===== src/rtl/bcd_conv_sched.sv =====
// bcd_conv_sched: round-robin shared double-dabble binary-to-BCD converter with per-requester result bank
module bcd_conv_sched #(
   parameter int NUM_REQ   = 3,
   parameter int BIN_WIDTH = 16,
   parameter int BCD_WIDTH = 5,
   localparam int PW = (NUM_REQ > 1) ? $clog2(NUM_REQ) : 1
) (
   input  logic                           clk_i,
   input  logic                           rst_i,
   input  logic [NUM_REQ-1:0]             req_i,
   input  logic [NUM_REQ*BIN_WIDTH-1:0]   bin_i,
   output logic [NUM_REQ-1:0]             ack_o,
   output logic                           busy_o,
   output logic                           done_o,
   output logic [PW-1:0]                  done_id_o,
   output logic [NUM_REQ*BCD_WIDTH*4-1:0] bcd_o,
   output logic [NUM_REQ-1:0]             ovf_o
);
   localparam int CW = (BIN_WIDTH > 1) ? $clog2(BIN_WIDTH) : 1;
   localparam int DW = BCD_WIDTH * 4;

   typedef enum logic [1:0] {IDLE, CONV, DONE} state_t;

   state_t                   state_q, state_d;
   logic [PW-1:0]            ptr_q, ptr_d, gid_q, gid_d, gnt;
   logic [BIN_WIDTH-1:0]     opnd_q, opnd_d;
   logic [DW-1:0]            dig_q, dig_d, adj;
   logic                     flag_q, flag_d;
   logic [CW-1:0]            cnt_q, cnt_d;
   logic [NUM_REQ*DW-1:0]    bank_q, bank_d;
   logic [NUM_REQ-1:0]       ovfb_q, ovfb_d;

   assign bcd_o = bank_q;
   assign ovf_o = ovfb_q;

   // Round-robin pick: lowest requester at or above the pointer, else lowest overall (wrap)
   always_comb begin
      gnt = '0;
      for (int i = NUM_REQ - 1; i >= 0; i--) if (req_i[i]) gnt = PW'(i);
      for (int i = NUM_REQ - 1; i >= 0; i--) if (req_i[i] && PW'(i) >= ptr_q) gnt = PW'(i);
   end

   // Digit correction: every digit >= 5 gets +3 before the shift
   always_comb begin
      adj = dig_q;
      for (int d = 0; d < BCD_WIDTH; d++) adj[d*4 +: 4] = (dig_q[d*4 +: 4] >= 4'd5) ? dig_q[d*4 +: 4] + 4'd3 : dig_q[d*4 +: 4];
   end

   // Next-state and output logic; ack is masked while reset is asserted so outputs read 0
   always_comb begin
      state_d   = state_q;
      ptr_d     = ptr_q;
      gid_d     = gid_q;
      opnd_d    = opnd_q;
      dig_d     = dig_q;
      flag_d    = flag_q;
      cnt_d     = cnt_q;
      bank_d    = bank_q;
      ovfb_d    = ovfb_q;
      ack_o     = '0;
      done_o    = 1'b0;
      done_id_o = '0;
      busy_o    = state_q != IDLE;
      unique case (state_q)
         IDLE: if (|req_i && !rst_i) begin
            ack_o   = NUM_REQ'(1) << gnt;
            gid_d   = gnt;
            for (int i = 0; i < NUM_REQ; i++) if (gnt == PW'(i)) opnd_d = bin_i[i*BIN_WIDTH +: BIN_WIDTH];
            dig_d   = '0;
            flag_d  = 1'b0;
            cnt_d   = CW'(BIN_WIDTH - 1);
            state_d = CONV;
         end
         CONV: begin
            dig_d   = {adj[DW-2:0], opnd_q[BIN_WIDTH-1]};
            flag_d  = flag_q | adj[DW-1];
            opnd_d  = opnd_q << 1;
            cnt_d   = cnt_q - CW'(1);
            state_d = (cnt_q == '0) ? DONE : CONV;
         end
         DONE: begin
            for (int i = 0; i < NUM_REQ; i++) if (gid_q == PW'(i)) begin
               bank_d[i*DW +: DW] = flag_q ? {BCD_WIDTH{4'h9}} : dig_q;
               ovfb_d[i]          = flag_q;
            end
            done_o    = 1'b1;
            done_id_o = gid_q;
            ptr_d     = (gid_q == PW'(NUM_REQ - 1)) ? '0 : gid_q + PW'(1);
            state_d   = IDLE;
         end
         default: state_d = IDLE;
      endcase
   end

   // State register; reset aborts any conversion and clears the result bank
   always_ff @(posedge clk_i or posedge rst_i) begin
      if (rst_i) begin
         state_q <= IDLE;
         ptr_q   <= '0;
         gid_q   <= '0;
         opnd_q  <= '0;
         dig_q   <= '0;
         flag_q  <= 1'b0;
         cnt_q   <= '0;
         bank_q  <= '0;
         ovfb_q  <= '0;
      end else begin
         state_q <= state_d;
         ptr_q   <= ptr_d;
         gid_q   <= gid_d;
         opnd_q  <= opnd_d;
         dig_q   <= dig_d;
         flag_q  <= flag_d;
         cnt_q   <= cnt_d;
         bank_q  <= bank_d;
         ovfb_q  <= ovfb_d;
      end
   end
endmodule

===== config.mk =====
export PLATFORM = sky130hd
export DESIGN_NAME = bcd_conv_sched
export DESIGN_NICKNAME = d
export VERILOG_FILES = /design/src/rtl/bcd_conv_sched.sv
export SDC_FILE = /design/constraint.sdc
export NUM_CORES = 1
export LEC_CHECK = 0
export CORE_ASPECT_RATIO = 1.2
export CORE_MARGIN = 1
export CORE_UTILIZATION = 33
export CTS_BUF_LIST = sky130_fd_sc_hd__clkbuf_8
export DETAILED_ROUTE_END_ITERATION = 10
export REMOVE_ABC_BUFFERS = 1
export SYNTH_ARGS = -nofsm -noshare
export SYNTH_HDL_FRONTEND = slang
export SYNTH_SLANG_ARGS = --single-unit

===== constraint.sdc =====
create_clock -name clk_i -period 3.7 [get_ports clk_i]
set_clock_uncertainty 0.05 [all_clocks]
set_input_delay 0.37 -clock clk_i [delete_from_list [all_inputs] [get_ports clk_i]]
set_output_delay 0.37 -clock clk_i [all_outputs]
set_load 0.01 [all_outputs]

==> results.txt <==
Core ar.: 14530 um^2
die area: 15560 um^2
Clock Path Buffers: 2
pin slew with the least headroom to its limit: 1.043 ns
fin. max-slew vios: 0
outcome: complete, no violations
final antenna-violating net count: 0
critical path's slowest cell: clkdlybuf4s50_1
Top delay family on crit path: buffers and inverters
post-cts gate resize count: 0
Initial DRC Count: 229
DRC errors left: 0
vias in the first global route: 3965
CP Buf/Inv Count: 3
sequential cell fraction of total power: 0.446
area of the mapped netlist: 4971 um^2
fraction of layout cells with a size suffix above 1: 0.06352
row count: 48
worst-skew pair later-pin latency: 0.38 ns
fin nets: 673
Comb pwr share: 0.386
Worst slew margin: 0.3050
CP max FO: 18
cells along the critical path: clkdlybuf4s50_1 > a21oi_1 > o211ai_1 > buf_4 > and2_1 > clkdlybuf4s50_1
drt via density: 4.799
Final HPWL DP: 8561 um
post-layout util: 0.4520
1st-pass router iterations: 6
Leak: 2.866 nW
Initial Util: 0.3420
Buffers on Ports: 122
crit path capture type: output port
CP Launch Type: input port
Switching Share: 0.3739
area leader, netlist: dfrtp_1
Syn Area/Cell: 10.04 um^2
P_int: 0.002532 W
top-area cell type share of the netlist area: 0.5537
fmax: 0.3668 GHz
# fillers: 1426
Tmin final: 2.726 ns
maximum vdd ir drop: 0.2251 mV
top cells by area in the synthesized netlist: dfrtp_1, o21ai_0, nand2_1
most frequent cells in the layout: clkdlybuf4s50_1, dfrtp_1, nand2_1, o21ai_0, nor2_1
period utilisation layout: 0.7368
largest net degree at the start of global routing: 84
Seq/Total Area, Yosys: 0.5537
Clk pwr share: 0.169
vias: 3906
Crit path largest cell delay: 0.60 ns
H-tree levels: 3
post-CTS setup buffers: 0
critical path type: input port to output port
Clock Root Buffer: clkbuf_8
NetSw: 0.001512 W
drt wl/cell: 14.55 um
Setup Viol. Count Final: 0
maxcap violations: 0
pwr/cell area: 615.8 nW/um^2
clock-pin slew on the worst setup and hold paths: 0.10 ns
Post-Route WL: 11850 um
Warnings, synthesis: 0
cts hold-fix bufs: 0
crit path DAT: 2.31 ns
most used cell, CP: clkdlybuf4s50_1
worst hold path class: flop to flop
unrepaired setup endpoints after global routing: false
Ports: 123
Layout area overhead: 32.14%
DIE WIDTH: 114.0 um
Final Wtd Congestion: 0.7989
CTS tree: yes
Final Hold Fails: 0
commonest non-fill, non-tap cell in the layout: clkdlybuf4s50_1
gr usage total: 0.1575
cell count after synthesis: 495
number of buffers created by CTS: 9
Die Y-Extent: 136.5 um
Critical Path RT: 3.28 ns
TNS Setup: 0 ns
Ant. Diodes: 0
global-route wire length before repair: 19240 um
Sink Count: 110
#FFs+latches synth: 110
distinct cell type count of the synthesized netlist: 45
initial antenna violation count: 0
Congestion Overflow GR: 0
[per-stage QoR]
step	power [W]	instances	instance area (um^2)	setup WS, ns	hold slack, ns
2_1_floorplan	0.002833	465	4833	0.3777	0.4063
3_3_place_gp	0.003335	798	6390	1.005	0.4118
3_5_place_dp	0.003410	798	6390	0.9607	0.4200
4_1_cts	0.004098	814	6569	0.9319	0.4459
5_1_grt	0.004382	814	6569	0.8340	0.4542
6_report	0.004045	814	6569	0.9740	0.4348
[layer usage]
| layer | global-route usage | wire, um | vias to the layer above | part of all wire |
|---|---|---|---|---|
| met5 | 0 | 0 | - | 0 |
| met4 | 0.06926 | 260 | 0 | 0.022 |
| met3 | 0.03656 | 617 | 12 | 0.052 |
| met2 | 0.2646 | 5726 | 108 | 0.48 |
| met1 | 0.1924 | 5241 | 1852 | 0.44 |
| li1 | - | - | 1934 | - |
[tightest hold or removal path, delay by kind of cell, from the launching register on]
family / cells / cell delay [ns]
DFF: 1 / 0.36
AOI/OAI and AO/OA: 1 / 0.05
and+or+nand+nor: 1 / 0.04
[synth_stat cells (all sizes together)]
cell and count:
xor2 2, nand2b 18, nand2 81, nor2 30
nor3b 6, clkbuf 18, mux2 3, a22oi 1
or4 1, o21a 1, o211ai 1, nand3b 2
buf 12, ha 11, or3 1, o32ai 1
o311ai 1, nor4b 1, dfrtp 110, or2 1
nor2b 3, a32o 4, o31ai 6, a211o 1
inv 17, a21o 1, nand3 2, and2 4
a21oi 11, a22o 3, o22ai 23, o21ai 72
a211oi 15, xnor2 6, mux2i 18, and3 1
nor3 6
[logic make-up after synthesis]
logic type	Yosys count	synth area share
xor gates and xnor gates	8	0.01410
AOI/OAI and AO/OA	141	0.1764
adders and majority gates	11	0.02769
muxes	21	0.04304
and+or+nand+nor	157	0.1445
buffers and inverters	47	0.04052
DFF	110	0.5537
[sequential cells by signal, summed over array words and instances, names as in the netlist, 2 cells and up]
register and cells:
state_q 2, bcd_o 60, ovf_o 3, dig_q 20, ptr_q 2, gid_q 2, opnd_q 16, cnt_q 4
[worst paths after layout]
path	start	to	slack, ns	cells past startpoint
max	req_i[2]	ack_o[0]	0.97	6
min	bcd_o[11]$_DFFE_PP0P_	bcd_o[11]$_DFFE_PP0P_	0.43	2
max reg2reg	state_q[0]$_DFFE_PP0P_	opnd_q[9]$_DFFE_PP0P_	1.56	5
min reg2reg	bcd_o[11]$_DFFE_PP0P_	bcd_o[11]$_DFFE_PP0P_	0.43	2
max in group asynchronous	rst_i	bcd_o[56]$_DFFE_PP0P_	2.13	3
min in group asynchronous	rst_i	opnd_q[11]$_DFFE_PP0P_	0.65	2
[area by class of cell]
type / count / area (um^2) / area share
Tap cell: 200 / 250.2 / 0.03810
Clock buffer: 9 / 123.9 / 0.01886
Inverter: 17 / 66.31 / 0.01010
Timing Repair Buffer: 133 / 1304 / 0.1985
Multi-Input combinational cell: 338 / 2017 / 0.3070
Clock inverter: 7 / 55.05 / 0.008381
Sequential cell: 110 / 2753 / 0.4190
[power by group through the flow]
stage / Clock, W / Combinational [W] / Sequential [W]
CTS: 0.000710 / 0.00158 / 0.00181
floorplan: 0 / 0.00105 / 0.00178
finish: 0.000683 / 0.00156 / 0.00180
global route: 0.000762 / 0.00176 / 0.00186
detailed placement: 0 / 0.00158 / 0.00183
global placement: 0 / 0.00152 / 0.00182
(Power assumes the default switching activity.)
